==> src/rtl/bus_router.sv <==
// bus_router: single-outstanding CPU bus decoder and router.
// The CPU request is broadcast to four targets (ROM, RAM, UART, CLINT).
// A target's valid is raised only on the acceptance cycle. The latched target's
// response is passed back to the CPU. Unmapped or illegal accesses get a
// one-cycle error response. A stalled target is cut off after TIMEOUT cycles.

package bus_router_pkg;
  typedef struct packed {
    logic        mem_valid;
    logic        mem_instr;
    logic [31:0] mem_addr;
    logic [31:0] mem_wdata;
    logic [3:0]  mem_wstrb;
  } mem_in_type;

  typedef struct packed {
    logic        mem_ready;
    logic        mem_error;
    logic [31:0] mem_rdata;
  } mem_out_type;
endpackage

module bus_router
  import bus_router_pkg::*;
#(
  parameter logic [31:0] RAM_SIZE = 32'h00010000,
  parameter int          TIMEOUT  = 255
) (
  input  logic        reset,
  input  logic        clock,
  input  mem_in_type  cpu_in,
  output mem_out_type cpu_out,
  output mem_in_type  rom_in,
  output mem_in_type  ram_in,
  output mem_in_type  uart_in,
  output mem_in_type  clint_in,
  input  mem_out_type rom_out,
  input  mem_out_type ram_out,
  input  mem_out_type uart_out,
  input  mem_out_type clint_out
);

  typedef enum logic [1:0] {IDLE, BUSY, ERROR} state_t;
  typedef enum logic [1:0] {SEL_ROM, SEL_RAM, SEL_UART, SEL_CLINT} sel_t;

  localparam logic [31:0] RAM_BASE = 32'h80000000;
  localparam logic [31:0] RAM_MASK = ~(RAM_SIZE - 32'd1);
  localparam logic [7:0]  TO_LAST  = 8'(TIMEOUT - 1);

  state_t      r_state, w_next;
  sel_t        r_sel, w_dec_sel;
  logic [7:0]  r_cnt;

  logic        w_hit_rom, w_hit_ram, w_hit_uart, w_hit_clint;
  logic        w_mapped, w_legal;
  logic        w_take, w_fwd, w_cnt_inc;
  mem_out_type w_sel_out;

  // Address decode of the incoming CPU request
  always_comb begin
    w_hit_rom   = (cpu_in.mem_addr[31:8] == 24'h000000);
    w_hit_uart  = (cpu_in.mem_addr[31:4] == 28'h0100000);
    w_hit_clint = (cpu_in.mem_addr[31:16] == 16'h0200);
    w_hit_ram   = ((cpu_in.mem_addr & RAM_MASK) == RAM_BASE);
    w_mapped    = w_hit_rom | w_hit_uart | w_hit_clint | w_hit_ram;
    // ROM is read-only: any byte strobe makes the access illegal
    w_legal     = w_mapped & ~(w_hit_rom & (|cpu_in.mem_wstrb));
    w_dec_sel   = SEL_ROM;
    if (w_hit_ram)        w_dec_sel = SEL_RAM;
    else if (w_hit_uart)  w_dec_sel = SEL_UART;
    else if (w_hit_clint) w_dec_sel = SEL_CLINT;
  end

  // Response mux from the latched target
  always_comb begin
    w_sel_out = rom_out;
    case (r_sel)
      SEL_RAM:   w_sel_out = ram_out;
      SEL_UART:  w_sel_out = uart_out;
      SEL_CLINT: w_sel_out = clint_out;
      default:   w_sel_out = rom_out;
    endcase
  end

  // Next-state, CPU response and forward decision
  always_comb begin
    w_next    = r_state;
    cpu_out   = '0;
    w_take    = 1'b0;
    w_fwd     = 1'b0;
    w_cnt_inc = 1'b0;
    case (r_state)
      IDLE: w_take = 1'b1;
      BUSY: begin
        if (w_sel_out.mem_ready) begin
          cpu_out = w_sel_out;
          w_next  = IDLE;
          // Completion cycle doubles as an acceptance cycle (zero bubble)
          w_take  = 1'b1;
        end else if (r_cnt == TO_LAST) begin
          cpu_out.mem_ready = 1'b1;
          cpu_out.mem_error = 1'b1;
          w_next            = IDLE;
        end else begin
          cpu_out   = w_sel_out;
          w_cnt_inc = 1'b1;
        end
      end
      ERROR: begin
        cpu_out.mem_ready = 1'b1;
        cpu_out.mem_error = 1'b1;
        w_next            = IDLE;
      end
      default: w_next = IDLE;
    endcase
    // Gate with reset so nothing is forwarded while reset is held low
    if (w_take && cpu_in.mem_valid && reset) begin
      if (w_legal) begin
        w_fwd  = 1'b1;
        w_next = BUSY;
      end else begin
        w_next = ERROR;
      end
    end
  end

  // Broadcast request fields; valid only to the decoded target on acceptance
  always_comb begin
    rom_in             = cpu_in;
    ram_in             = cpu_in;
    uart_in            = cpu_in;
    clint_in           = cpu_in;
    rom_in.mem_valid   = w_fwd & (w_dec_sel == SEL_ROM);
    ram_in.mem_valid   = w_fwd & (w_dec_sel == SEL_RAM);
    uart_in.mem_valid  = w_fwd & (w_dec_sel == SEL_UART);
    clint_in.mem_valid = w_fwd & (w_dec_sel == SEL_CLINT);
  end

  // State, target select and timeout counter registers
  always_ff @(posedge clock or negedge reset) begin
    if (!reset) begin
      r_state <= IDLE;
      r_sel   <= SEL_ROM;
      r_cnt   <= 8'd0;
    end else begin
      r_state <= w_next;
      if (w_fwd) begin
        r_sel <= w_dec_sel;
        r_cnt <= 8'd0;
      end else if (w_cnt_inc) begin
        r_cnt <= r_cnt + 8'd1;
      end
    end
  end

endmodule

==> config.mk <==
export PLATFORM = sky130hd
export DESIGN_NAME = bus_router
export DESIGN_NICKNAME = d
export VERILOG_FILES = /design/src/rtl/bus_router.sv
export SDC_FILE = /design/constraint.sdc
export NUM_CORES = 1
export LEC_CHECK = 0
export CAP_MARGIN = 10
export CORE_AREA = 2 2 205 207
export DETAILED_ROUTE_END_ITERATION = 16
export DIE_AREA = 0 0 207 209
export GPL_TIMING_DRIVEN = 0
export PLACE_DENSITY = 0.51
export RECOVER_POWER = 100
export SLEW_MARGIN = 20
export SYNTH_ARGS = -nofsm -noshare
export SYNTH_HDL_FRONTEND = slang
export SYNTH_SLANG_ARGS = --single-unit
==> constraint.sdc <==
create_clock -name clock -period 2.54 [get_ports clock]
set_clock_uncertainty 0.15 [all_clocks]
set_input_delay 0.508 -clock clock [delete_from_list [all_inputs] [get_ports clock]]
set_output_delay 0.508 -clock clock [all_outputs]
set_load 0.005 [all_outputs]
======== After elaboration in Yosys (flattened, before gate mapping) ========
Cells that the tools add are included.
word-level totals
  register bits after elaboration ......... 12
operators by class
  $add $sub $neg .......................... 1
  equality and inequality tests ........... 14
  multiplexer cells ....................... 23
  bitwise operators ....................... 10
  reduce and logical (&&, ||, !) cells .... 8
operators by type and width
  operator                number
  $pmux W34 S3            1
  $mux W32                2
  $mux W34                1
  $eq A28 B21 Y1 const B  1
  $logic_not A24 Y1       1
  $eq A16 B10 Y1 const B  1
  $eq A16 B16 Y1 const B  1
  $mux W2                 8
  $mux W8                 2
  $eq A2 B2 Y1 const B    5
  $add A8 B1 Y8 const B   1
  $eq A8 B8 Y1 const B    1
  $pmux W2 S2             2
  $and A1 B1 Y1           6
  $eq A2 B1 Y1 const B    3
  $mux W1                 6
  $logic_not A2 Y1        2
  $ne A4 B4 Y1 const B    1
  $reduce_or A4 Y1        1
  $or A1 B1 Y1            3
  $logic_and A1 B1 Y1     2
  $ne A2 B2 Y1 const B    1
  $pmux W1 S2             1
  $reduce_and A2 Y1       1
  2 further kinds         2

======== Longest topological paths before layout ========
Gate-level depths: netlist of the first run.
  word-level depth ........................ 8
  mapped depth ............................ 8
  mapped depth without buffers ............ 7

======== Least setup slack after synthesis of the first run ========
No wires, ideal clock.
  path kind ............................... input port to output port
  start point ............................. in clint_out[33] (netlist name)
  end point ............................... out cpu_out[13] (netlist name)
  arrival time ............................ 1,831 ps
  slack ................................... 51 ps
  stages .................................. 4
  buffers on the path ..................... 1
  cells stage by stage .................... mux4_2 o21ai_0 clkbuf_1 and2b_1
RTL lines
  what         line  source
  from (decl)  40    input mem_out_type clint_out
  to (decl)    32    output mem_out_type cpu_out,

==> impl_metrics.toml, run 1 <==
[timing]
tightest_slew_ns = 0.6413
finalHoldViolCount = 0
rsz0062_at_grt = "yes"
fin_crit_sh = 1.103
setup_viol = 38
setup_slack_ns = -0.2624
whs_ns = 0.2402
max_freq_mhz = 356.8
slew_headroom = 0.5725
finalCriticalPeriod_ns = 2.802
drv_slew = 0

[global_routing]
antenna_found_initial = 3
grt_pass1_wl_um = 30390
grt_overflow_total = 0
grtUsageTotal = 0.09095
grt_max_degree = 14
grt_pass1_vias = 4834

[synth]
synth-compound-area-share = 0.03302
synth_mux_area_frac = 0.1935
syn-num-nets = 666
ys_ff_latch = 12
synth_cell_types = 43
ys_warn_count = 0
yosys.area_share.simple = 0.1343
avgSynthCellArea_um2 = 8.866
yosys.area.top_type_share = 0.5159
netlist_instances = 453
synth-seq-area-share = 0.07477
synthesis.area_mm2 = 0.004016
synth_adder_area_share = 0.01558
synth_top_family_by_area = "buffers and inverters"
synth_top_cell_by_area = "buf_4"
synth-xor-area-share = 0.01526
synth_area_leaders = "buf_4 52%, mux4_2 19%, dfrtp_1 7.5%"

[route]
vias = 4696
first_pass_iters = 4
post_drt_via_cell_ratio = 3.116
antenna_left = 0
routed_wl_um = 21300
drc = 0
drt_iter0_markers = 85
wl_per_cell_um = 14.13

[setup_path]
required_ns = 1.88
cp_num_buf_inv = 3
critPathMaxFanout = 5
crit_type = "flip-flop to output pin"
cp_slowest_cell = "dfrtp_1"
worstPathArrival_ns = 2.14
r2r_slack_ns = 0.01
worstReg2RegEnd = "r_cnt[1]"
start_kind = "flip-flop"
critPathLaunch = "r_sel[1]"
worstSetupEndpointType = "output pin"
crit_path_cell_trace = "buf_12 -> mux4_2 -> buf_6 -> a21o_1 -> nand3_4 -> nand4b_4 -> nor3_4 -> buf_2"
critPathTopFamily = "simple AND/OR/NAND/NOR gates"
critPathMaxStageDelay_ns = 0.39
r2r.worst_path.cells = 11
r2r-start = "r_sel[1]"

[floorplan]
placementRows = 75
die_area_mm2 = 0.04326
core_area_mm2 = 0.04129
die_h_um = 209
start_util = 0.09727
dieWidth_um = 207
ios = 522

[pwr]
p_leak_nw = 4.350
power_density_mw_per_mm2 = 178.5
ir_drop_mv = 0.1790

[cells_and_area]
layout_commonest_cell = "buf_4"
seqCellArea_um2 = 301.5
finalNonFillerCells = 1507
drive_gt1_frac = 0.4436
area_growth_pct = 149.1
fin_nets = 1181
fillCellCount = 4520
layout_common_cells = "262 x buf_4, 239 x clkdlybuf4s50_1, 170 x dlygate4sd3_1"
final_core_util = 0.2423
multi_input_area_mm2 = 0.001787

[clock_network]
clock_path_buffers = 2
clk_latency_ns = 0.25
clk_pin_slew_ns = 0.05
htree_levels = 1
cts_tree = "yes"
cts_buffers = 3
cts_hold_buf = 0
cts-root-buf = "clkbuf_16"
tritoncts_num_sinks = 12

[placed_design]
gp_congestion = 0.7297
io_buffers = 484
place_hpwl_um = 18510
dp_cells = 1476

[worst_hold_path]
min_path_type = "input port to asynchronous set/reset pin"

[job]
max_cap_violations = 0

[outcome]
violations = "setup timing"
outcome = "finished with violations"
-- stage by stage --
stage	worst slack (ns)	TNS, ns	cell area [um2]	total power (W)
floorplan	0.05086	0	4016	0.0006893
global placement	-1.919	-70.51	9535	0.001500
detailed placement	-1.555	-58.98	9535	0.001507
CTS	-0.3178	-10.93	9888	0.001865
global route	-0.3719	-10.49	10000	0.001887
finish	-0.2624	-6.736	10000	0.001785
-- layer usage --
layer / global-route usage / share of wire
met5: 0 / 0
met3: 0.02119 / 0.072
met1: 0.1059 / 0.39
met4: 0.01133 / 0.0058
met2: 0.1722 / 0.53
-- where the power goes --
| part | internal (W) | switching (W) |
|---|---|---|
| combinational | 0.000896 | 0.000337 |
| sequential | 0.000205 | 0.0000130 |
| clock | 0.000239 | 0.0000949 |
-- kinds of logic after synthesis --
kind of cell	count (synthesis)
adders and majority gates	5
and+or+nand+nor	84
muxes	35
buffers and inverters	292
xor gates and xnor gates	7
DFF	12
AOI/OAI and AO/OA	18
-- Yosys cell counts (all sizes together) --
| master | instances |
|---|---|
| buf | 280 |
| mux4 | 34 |
| and2b | 19 |
| nor2b | 15 |
| nor2 | 13 |
| dfrtp | 12 |
| clkbuf | 8 |
| nor3 | 8 |
| nand2 | 6 |
| xnor2 | 6 |
| ha | 5 |
| nand4 | 5 |
| inv | 4 |
| o21ai | 4 |
| or4 | 4 |
| a21oi | 3 |
| a211oi | 2 |
| a21o | 2 |
| and4 | 2 |
| nand3 | 2 |
| nand4b | 2 |
| nor3b | 2 |
| nor4 | 2 |
| a21boi | 1 |
| and3 | 1 |
| mux2 | 1 |
| nand2b | 1 |
| nand3b | 1 |
| nor4b | 1 |
| o211ai | 1 |
| o21bai | 1 |
| o311a | 1 |
| o31ai | 1 |
| o32a | 1 |
| o32ai | 1 |
| xor2 | 1 |
-- registers in the layout, summed over array words and instances (netlist names) --
register and count:
r_cnt 8, r_state 2, r_sel 2
-- cell type report --
class,count,area share
multi-input combinational,149,0.1786
clock buffer,4,0.008881
antenna,1,0.0002502
buffer,287,0.2216
tap,539,0.06742
sequential,12,0.03014
timing repair buffer,511,0.4916
inverter,4,0.001501
-- how the worst max path moves through the flow --
stage	end	slack, ns	depth (start not counted)
3_5_place_dp	cpu_out[4]	-1.55	6
2_1_floorplan	cpu_out[13]	0.05	4
5_1_grt	rom_in[69]	-0.37	7
4_1_cts	cpu_out[24]	-0.32	7
6_report	clint_in[69]	-0.26	8
3_3_place_gp	cpu_out[4]	-1.92	6
-- what timing repair did --
item	4_1_cts	5_1_grt
cloned	3	0
pin swaps	18	15
setup endpoints to repair	66	48
setup buffers	19	6
gates resized for setup	239	49
Note: power is estimated with default switching activity, not from simulation.
==> run 2, diff against run 1 <==
--- a/config.mk
+++ b/config.mk
@@ -6,12 +6,13 @@
 export NUM_CORES = 1
 export LEC_CHECK = 0
 export CAP_MARGIN = 10
-export CORE_AREA = 2 2 205 207
+export CORE_AREA = 2 2 203 205
 export DETAILED_ROUTE_END_ITERATION = 16
-export DIE_AREA = 0 0 207 209
+export DIE_AREA = 0 0 205 207
 export GPL_TIMING_DRIVEN = 0
-export PLACE_DENSITY = 0.51
+export PLACE_DENSITY = 0.5
 export RECOVER_POWER = 100
+export SETUP_SLACK_MARGIN = 0.2
 export SLEW_MARGIN = 20
 export SYNTH_ARGS = -nofsm -noshare
 export SYNTH_HDL_FRONTEND = slang
==> constraint.sdc (replaced) <==
create_clock -name clock -period 2.65 [get_ports clock]
set_clock_uncertainty 0.15 [all_clocks]
set_input_delay 0.53 -clock clock [delete_from_list [all_inputs] [get_ports clock]]
set_output_delay 0.53 -clock clock [all_outputs]
set_load 0.005 [all_outputs]
==> run 2 against run 1 <==
  * The run still ends with setup timing left
  * Flip-flop and latch count is the same
  * Die area shrank 1.9%
  * First-iteration DRC count grew 32%
  * Critical endpoint is now uart_in[69]
  * Sequential share of layout area is essentially flat
  * Non-clock buffer count grew 15
  * Cell count grew 0.40%
  * Utilization grew 0.64 points
  * Critical path type unchanged
  * Cell area grew 0.36%
  * Hold slack gained 0.035 ns
  * Via count grew 1.4%
==> impl_metrics.toml, run 2 (synthesis gave the netlist of run 1 again) <==
[clock_network]
clock_path_buffers = 2
tritoncts_num_sinks = 12
cts_buffers = 3
cts_tree = "yes"
cts-root-buf = "clkbuf_16"
clk_pin_slew_ns = 0.04
cts_hold_buf = 0
clk_latency_ns = 0.24
htree_levels = 1

[timing]
slew_headroom = 0.5665
finalHoldViolCount = 0
setup_slack_ns = -0.1455
tightest_slew_ns = 0.6503
fin_crit_sh = 1.055
rsz0062_at_grt = "yes"
setup_viol = 31
drv_slew = 0
whs_ns = 0.2755
max_freq_mhz = 357.7
finalCriticalPeriod_ns = 2.796

[route]
wl_per_cell_um = 13.75
vias = 4760
antenna_left = 0
post_drt_via_cell_ratio = 3.146
first_pass_iters = 4
routed_wl_um = 20800
drc = 0
drt_iter0_markers = 112

[setup_path]
critPathMaxFanout = 4
cp.depth = 8
required_ns = 1.97
worstPathArrival_ns = 2.12
crit_type = "flip-flop to output pin"
critPathMaxStageDelay_ns = 0.39
crit_path_cell_trace = "buf_8 -> mux4_2 -> buf_6 -> a21o_1 -> nand3_4 -> nand4b_4 -> nor3_2 -> buf_2"
critPathTopFamily = "simple AND/OR/NAND/NOR gates"
cp_slowest_cell = "mux4_2"
worstSetupEndpointType = "output pin"
start_kind = "flip-flop"
r2r.worst_path.cells = 9
cp_num_buf_inv = 3

[pwr]
combPwrFrac = 0.709
p_switching_w = 0.0004118
intPower_w = 0.001240
ir_drop_mv = 0.1462
power_density_mw_per_mm2 = 164.5
seqPwrFrac = 0.126
p_sw_frac = 0.2493
p_clk_frac = 0.165
power_w = 0.001652
p_leak_nw = 4.414

[placed_design]
io_buffers = 484
gp_congestion = 0.7307
place_area_mm2 = 0.009540
pre_cts_slack_ns = -1.653
place_hpwl_um = 17810

[floorplan]
start_util = 0.09949
dieWidth_um = 205
core_area_mm2 = 0.04037
die_area_mm2 = 0.04244
placementRows = 74
die_h_um = 207
ios = 522

[global_routing]
globalRouteMet3Util = 0.02171
grt.met2_usage = 0.1842
grt_overflow_total = 0
busiest_layer = "met2"
grt_pass1_wl_um = 30020
antenna_found_initial = 1
grt_use_met1 = 0.09411
grt_max_degree = 14
grtUsageTotal = 0.09123
grt_pass1_vias = 4972

[cells_and_area]
largest_register = "r_cnt"
final_area_mm2 = 0.01004
final_core_util = 0.2487
layout_common_cells = "237 x clkdlybuf4s50_1, 229 x buf_4, 169 x dlygate4sd3_1"
n_antenna_cell = 0
largest_reg_flops = 8
drive_gt1_frac = 0.4536
area_growth_pct = 150.0
reg_top3 = "r_cnt x8, r_sel x2, r_state x2"
fin_nets = 1196
layout_commonest_cell = "clkdlybuf4s50_1"

[worst_hold_path]
min_path_type = "input port to asynchronous set/reset pin"

[job]
max_cap_violations = 0

[outcome]
outcome = "finished with violations"
violations = "setup timing"
==> run 2: final timing paths <==
kind | startpoint | end | slack (ns)
max | r_sel[1] | uart_in[69] | -0.15
min | reset | r_state[0] | 0.28
max reg2reg | r_sel[1] | r_sel[1] | 0.21
min reg2reg | r_state[0] | r_state[0] | 0.40
max in group asynchronous | reset | r_cnt[0] | 1.62
min in group clock | r_state[0] | r_state[0] | 0.40
==> run 2: metal layers <==
layer	routed length (um)	vias to the layer above
li1	-	2314
met1	7312	2166
met2	11300	271
met3	2043	7
met4	127	2
met5	13	-
==> run 2: timing repair <==
action | in CTS | in global routing
gates resized for setup | 270 | 69
buffers inserted | 25 | 12
gates cloned | 3 | 1
setup endpoints to repair | 100 | 56
pin swaps | 17 | 23
==> run 2: layout make-up <==
| cell class | count | area [um2] |
|---|---|---|
| fill | 4413 | 30330 |
| multi-input combinational | 149 | 1798 |
| buffer | 288 | 2232 |
| clock buffer | 3 | 75.07 |
| inverter | 4 | 15.01 |
| tap | 532 | 665.6 |
| timing repair buffer | 525 | 4952 |
| sequential | 12 | 301.5 |
==> run 2: through the flow <==
step / instances / setup TNS (ns)
2_1_floorplan: 453 / 0
3_3_place_gp: 1469 / -56.20
3_5_place_dp: 1469 / -56.66
4_1_cts: 1500 / -4.057
5_1_grt: 1513 / -4.781
6_report: 1513 / -2.514
==> run 2: power by group through the flow <==
stage / Sequential [W] / Combinational (W) / Clock, W
final: 0.000209 / 0.00117 / 0.000273
after global routing: 0.000213 / 0.00126 / 0.000288
after global placement: 0.000211 / 0.00123 / 0
after floorplan: 0.000208 / 0.000454 / 0
after detailed placement: 0.000212 / 0.00124 / 0
after CTS: 0.000209 / 0.00125 / 0.000282
